`config.mk`:
```
export PLATFORM = sky130hd
export DESIGN_NAME = mult_arbiter
export DESIGN_NICKNAME = d
export VERILOG_FILES = /design/src/rtl/mult_arbiter.sv
export SDC_FILE = /design/constraint.sdc
export NUM_CORES = 1
export LEC_CHECK = 0
export CORE_ASPECT_RATIO = 1.25
export CORE_MARGIN = 2
export CORE_UTILIZATION = 50
export DETAILED_ROUTE_END_ITERATION = 8
export DONT_BUFFER_PORTS = 1
export HOLD_SLACK_MARGIN = 0.03
export PLACE_DENSITY = 0.72
export SYNTH_ARGS = -nofsm -noshare
export SYNTH_HDL_FRONTEND = slang
export SYNTH_SLANG_ARGS = --single-unit
```
`constraint.sdc`:
```
create_clock -name clk -period 2.21 [get_ports clk]
set_clock_uncertainty 0.15 [all_clocks]
set_input_delay 0.221 -clock clk [delete_from_list [all_inputs] [get_ports clk]]
set_output_delay 0.221 -clock clk [all_outputs]
set_load 0.02 [all_outputs]
```
`src/rtl/mult_arbiter.sv`:
```
// Two-requester round-robin front end for a shared multi-cycle shift-add multiplier.
// Captures the winning operand pair, launches the multiplier, and returns a tagged product.
module mult_arbiter #(
  parameter int unsigned N   = 4,
  parameter int unsigned TMO = N + 4
) (
  input  logic           clk,
  input  logic           rst_n,
  input  logic           req0_valid,
  input  logic [N-1:0]   req0_a,
  input  logic [N-1:0]   req0_b,
  input  logic           req1_valid,
  input  logic [N-1:0]   req1_a,
  input  logic [N-1:0]   req1_b,
  output logic           req0_ready,
  output logic           req1_ready,
  output logic           rsp_valid,
  output logic           rsp_id,
  output logic [2*N-1:0] rsp_p,
  output logic           err,
  output logic           mul_load,
  output logic [N-1:0]   mul_a,
  output logic [N-1:0]   mul_b,
  input  logic           mul_valid,
  input  logic [2*N-1:0] mul_p
);

  localparam int unsigned CW = (TMO > 1) ? $clog2(TMO) : 1;

  typedef enum logic [1:0] {StIdle, StLoad, StWait} state_e;

  state_e           state_q, state_d;
  logic             last_grant_q, last_grant_d;
  logic             id_q, id_d;
  logic [CW-1:0]    cnt_q, cnt_d;
  logic             mul_load_q, mul_load_d;
  logic [N-1:0]     mul_a_q, mul_a_d;
  logic [N-1:0]     mul_b_q, mul_b_d;
  logic             rsp_valid_q, rsp_valid_d;
  logic             rsp_id_q, rsp_id_d;
  logic [2*N-1:0]   rsp_p_q, rsp_p_d;
  logic             err_q, err_d;
  logic             grant1, xfer;

  // req1 wins when alone, or on contention when req0 was granted last.
  always_comb begin
    grant1 = req1_valid && (!req0_valid || !last_grant_q);
    xfer   = (state_q == StIdle) && (req0_valid || req1_valid);
  end

  assign req0_ready = xfer && !grant1;
  assign req1_ready = xfer && grant1;

  always_comb begin
    state_d      = state_q;
    last_grant_d = last_grant_q;
    id_d         = id_q;
    cnt_d        = cnt_q;
    mul_load_d   = 1'b0;
    mul_a_d      = mul_a_q;
    mul_b_d      = mul_b_q;
    rsp_valid_d  = 1'b0;
    rsp_id_d     = rsp_id_q;
    rsp_p_d      = rsp_p_q;
    err_d        = err_q;
    unique case (state_q)
      StIdle: begin
        if (xfer) begin
          state_d      = StLoad;
          mul_load_d   = 1'b1;
          mul_a_d      = grant1 ? req1_a : req0_a;
          mul_b_d      = grant1 ? req1_b : req0_b;
          id_d         = grant1;
          last_grant_d = grant1;
        end
      end
      StLoad: begin
        state_d = StWait;
        cnt_d   = '0;
      end
      StWait: begin
        // mul_valid is only trusted here, one cycle after the load strobe.
        if (mul_valid) begin
          rsp_p_d     = mul_p;
          rsp_id_d    = id_q;
          rsp_valid_d = 1'b1;
          state_d     = StIdle;
        end else if (cnt_q == CW'(TMO - 1)) begin
          err_d   = 1'b1;
          state_d = StIdle;
        end else begin
          cnt_d = cnt_q + 1'b1;
        end
      end
      default: state_d = StIdle;
    endcase
  end

  always_ff @(posedge clk or negedge rst_n) begin
    if (!rst_n) begin
      state_q      <= StIdle;
      last_grant_q <= 1'b1;
      id_q         <= 1'b0;
      cnt_q        <= '0;
      mul_load_q   <= 1'b0;
      mul_a_q      <= '0;
      mul_b_q      <= '0;
      rsp_valid_q  <= 1'b0;
      rsp_id_q     <= 1'b0;
      rsp_p_q      <= '0;
      err_q        <= 1'b0;
    end else begin
      state_q      <= state_d;
      last_grant_q <= last_grant_d;
      id_q         <= id_d;
      cnt_q        <= cnt_d;
      mul_load_q   <= mul_load_d;
      mul_a_q      <= mul_a_d;
      mul_b_q      <= mul_b_d;
      rsp_valid_q  <= rsp_valid_d;
      rsp_id_q     <= rsp_id_d;
      rsp_p_q      <= rsp_p_d;
      err_q        <= err_d;
    end
  end

  assign mul_load  = mul_load_q;
  assign mul_a     = mul_a_q;
  assign mul_b     = mul_b_q;
  assign rsp_valid = rsp_valid_q;
  assign rsp_id    = rsp_id_q;
  assign rsp_p     = rsp_p_q;
  assign err       = err_q;

endmodule

```
**After elaboration in Yosys (flattened, before gate mapping)**

Cells that the tools add are included.

- Output and inout bits: 22
- Flip-flop bits (word level): 27
- Word-level logic and storage cells: 49

- $add $sub $neg: 1
- Reduce and logical (&&, ||, !) cells: 16
- Equality and inequality tests: 7
- Multiplexer cells: 13
- Bitwise logic cells: 1

Operators with widths:

| operator | count |
|---|---|
| $mux W4 | 2 |
| $mux W2 | 3 |
| $mux W3 | 2 |
| $ne A2 B2 Y1 const B | 3 |
| $pmux W2 S3 | 1 |
| $pmux W3 S2 | 1 |
| $reduce_and A2 Y1 | 3 |
| $reduce_and A3 Y1 | 2 |
| $logic_and A1 B1 Y1 | 4 |
| $mux W1 | 4 |
| $add A3 B1 Y3 const B | 1 |
| $eq A3 B3 Y1 const B | 1 |
| $logic_not A1 Y1 | 3 |
| $ne A3 B3 Y1 const B | 1 |
| $eq A2 B1 Y1 const B | 1 |
| $eq A2 B2 Y1 const B | 1 |
| $logic_not A2 Y1 | 1 |
| $logic_or A1 B1 Y1 | 2 |
| $reduce_bool A2 Y1 | 1 |
| $not A1 Y1 | 1 |

**Logic depth before layout (Yosys ltp)**

- Depth in word-level cells: 5
- Depth in mapped cells: 5

**Worst setup path after synthesis**

Ideal clock, no wire load.

- Path kind: reg-to-reg
- From: reg cnt_q[0]
- To: reg cnt_q[0]
- Arrival time: 1282 ps
- Period minus slack after synthesis: 1577 ps
- Cell stages (with the launch flop): 6
- Setup time: 146 ps
- Setup slack: 633 ps
- Data required time: 1914 ps
- Cells stage by stage: dfrtp_1 ha_1 ha_1 o31a_2 nand2_1 o311ai_0

- Word-level cells in the longest chain between the ends: 4

RTL lines:

| item | RTL line | RTL |
|---|---|---|
| from (decl) | 35 | `logic [CW-1:0] cnt_q, cnt_d;` |
| from (signal assigned) | 116 | `cnt_q <= cnt_d;` |
| $add A3 B1 Y3 | 92 | `cnt_d = cnt_q + 1'b1;` |
| $mux W3 | 88 | `end else if (cnt_q == CW'(TMO - 1)) begin` |
| $mux W3 | 83 | `if (mul_valid) begin` |
| $pmux W3 S2 | 66 | `unique case (state_q)` |

Parallel ways exist; a longest one is shown, timed or not. The select of a mux whose other input is x is not followed.
A chain may end at the register's enable or synchronous reset.

**Final worst setup path**

- From: reg last_grant_q
- To: out req0_ready

- Word-level cells in the longest chain between the ends: 5

RTL lines:

| item | RTL line | RTL |
|---|---|---|
| from (decl) | 33 | `logic last_grant_q, last_grant_d;` |
| from (signal assigned) | 114 | `last_grant_q <= last_grant_d;` |
| $logic_not A1 Y1 | 47 | `grant1 = req1_valid && (!req0_valid \|\| !last_grant_q);` |
| $logic_or A1 B1 Y1 | 47 |  |
| $logic_and A1 B1 Y1 | 47 |  |
| $logic_not A1 Y1 | 51 | `assign req0_ready = xfer && !grant1;` |
| $logic_and A1 B1 Y1 | 51 |  |
| to (decl) | 15 | `output logic req0_ready,` |

Every way passes these cells.

==> impl_metrics.tcl <==
set metrics [dict create \
    crit_arrival_ps 1420 \
    diodes 0 \
    ir_drop_uv 819 \
    finalMaxSlewViolations 0 \
    vias 841 \
    globalRouteOverflowTotal 0 \
    tns_ps 0 \
    numCtsBuffers 3 \
    dpl.hpwl_um 1660 \
    gr-usage-all-layers_pct 18.3 \
    reg2reg_from "state_q[0]" \
    reg2reg_to "state_q[0]" \
    critPathBufInv 0 \
    cp_num_cells 2 \
    ctsResizeCount 0 \
    fin_ws_ps 415 \
    min_period_over_period_pct 81.2 \
    clockPowerShare_pct 10.7 \
    viasPerCell 5.61 \
    required_ps 1840 \
    internal_power_w 0.00108 \
    final-setup-viol-count 0 \
    grt_max_degree 28 \
    rrSetupSlack_ps 490 \
    numClockSinks 27 \
    place.gp.congestion 0.657 \
    fp.dieH_um 58.9 \
    synth_cells 100 \
    avgSynthCellArea_um2 12.0 \
    cts_buffer_depth 2 \
    grt_pass1_wl_um 3780 \
    design_area_mm2 0.00143 \
    crit_slowest_cell "nor2b_1" \
    ys_ff_latch 27 \
    leakage_nw 0.655 \
    worst_hold_path.endpoint "mul_load" \
    rows 19 \
    ant_nets 0 \
    insertion_delay_ps 310 \
    root_buffer "clkbuf_4" \
    worst_pin_slew_ps 595 \
    crit_path_end_kind "output port" \
    grt_pass1_vias 876 \
    cp_cell_sequence "nor2b_1, nor2_1" \
    wl_per_cell_um 15.2 \
    initialDrtViolationCount 15 \
    drt_wl_total_um 2290 \
    antenna_found_initial 0 \
    crit_path_max_fanout 9 \
    first_pass_iters 2 \
    crit_type "reg -> out" \
    num_io_pins 51 \
    hold_viol_final 0 \
    stdcell_count 150 \
    slowest_delay_ps 470 \
    fin_crit_ps 1800 \
    crit_family "simple AND/OR/NAND/NOR gates" \
    drive_above_1_share_pct 20.2 \
    start_util_pct 53.9 \
    pre_cts_slack_ps 529 \
    synth_warnings 0 \
    clkTransAtPathRegs_ps 130 \
    total_power_w 0.00186 \
    p_switching_w 0.000782 \
    placedCellCount 125 \
    maxCapViolCount 0 \
    outcome "completed" \
    min_delay_path_depth 2 \
    io_buffers 0 \
    die_w_um 47.9 \
    fin_nets 151 \
    swShare_pct 42.0 \
    max_freq_mhz 557 \
    cts-htree-levels 1 \
    rsz0062_at_grt "false" \
    core-area_mm2 0.00223 \
    hold_path_startpoint "req0_valid" \
    worstSetupStartpointType "register" \
    ys_types 25 \
    p_seq_share_pct 59.3 \
    cts_tree "built" \
    die_area_mm2 0.00282 \
    powerDensity_mw_per_mm2 1300 \
    yosysSeqAreaShare_pct 56.2 \
    rr_worst_depth 4 \
    slew_headroom_pct 60.3 \
    drcViolationCount 0 \
    area_growth_pct 19.0 \
    dpl_cell_area_mm2 0.00119 \
    hp-class "in -> reg" \
    syn-cell-area_mm2 0.00120 \
    p_comb_share_pct 30.0 \
    synth_nets 131 \
]
## per-stage QoR
step	utilization (%)	hold slack [ps]
CTS	64.2	30.4
global route	64.2	37.5
detailed placement	53.1	-224
global placement	53.1	-224
floorplan	-	-225
finish	64.2	35.7
## repair_timing
| action | CTS | global route |
|---|---|---|
| hold buffers | 21 | 0 |
| endpoints found under the hold margin | 47 | 0 |
| setup buffers | 0 | 0 |
## registers in the layout (all words and copies together) (netlist names)
register,flops
rsp_valid,1
rsp_p,8
rsp_id,1
err,1
mul_a,4
id_q,1
mul_load,1
last_grant_q,1
cnt_q,3
state_q,2
mul_b,4
## how the worst max path moves through the flow
| stage | slack, ps | start | to |
|---|---|---|---|
| after floorplan | 630 | cnt_q[0] | cnt_q[0] |
| after global placement | 600 | cnt_q[0] | cnt_q[0] |
| after detailed placement | 530 | cnt_q[0] | cnt_q[0] |
| after CTS | 400 | last_grant_q | req0_ready |
| after global routing | 270 | last_grant_q | req0_ready |
| final | 410 | last_grant_q | req0_ready |
## power by group through the flow
stage / Combinational [W] / Clock, W / Sequential (W)
floorplan: 0.000533 / 0 / 0.00105
finish: 0.000558 / 0.000199 / 0.00111
global route: 0.000628 / 0.000234 / 0.00115
global placement: 0.000485 / 0 / 0.00111
CTS: 0.000568 / 0.000211 / 0.00111
detailed placement: 0.000513 / 0 / 0.00112
## layout by cell type (no fill, tap or decap), drive strengths merged, types with 2 or more instances in the layout
cell type / synthesis / layout
clkbuf: 0 / 3
nor3: 8 / 8
a221o: 8 / 8
a21o: 2 / 2
dlygate4sd3: 0 / 20
nand2: 18 / 18
dfrtp: 26 / 26
o311ai: 3 / 3
nor2: 3 / 3
ha: 2 / 2
mux2: 9 / 9
inv: 6 / 6
## synth_stat cells (all sizes together)
library cell	instances	area, µm²
nand2	18	70.1
ha	2	25.0
o311ai	3	26.3
dfstp	1	26.3
a31o	1	8.76
buf	6	57.6
nor2b	1	6.26
and3	1	11.3
or2	1	6.26
nor2	3	18.8
a221o	8	81.3
o21ai	1	8.76
mux2i	1	10.0
and2b	1	8.76
o31a	1	10.0
dfrtp	26	651
a21o	2	15.0
nor3	8	40.0
mux2	9	101
inv	6	22.5
## layer usage
| metal | track usage [%] | wire, µm | up-vias |
|---|---|---|---|
| met3 | 3.99 | 190 | 2 |
| met2 | 30.1 | 1140 | 39 |
| li1 | - | - | 392 |
| met1 | 23.9 | 943 | 408 |
| met5 | 0 | 0 | - |
| met4 | 5.02 | 13 | 0 |
## final cells by class
cell class,count,area [µm²]
Tap cell,31,38.8
Sequential cell,27,677
Clock inverter,1,5.00
Multi-Input combinational cell,61,448
Clock buffer,3,22.5
Inverter,6,22.5
Fill cell,180,801
Timing Repair Buffer,21,220
## kinds of logic after synthesis
group / Yosys count / share of synthesized area, %
adder cells (fa/ha/maj): 2 / 2.08
AND/OR/NAND/NOR: 33 / 13.4
flip-flops: 27 / 56.2
AO/OA/AOI/OAI: 16 / 12.5
buffers and inverters: 12 / 6.65
multiplexers: 10 / 9.24
Note: power is estimated with default switching activity, not from simulation.
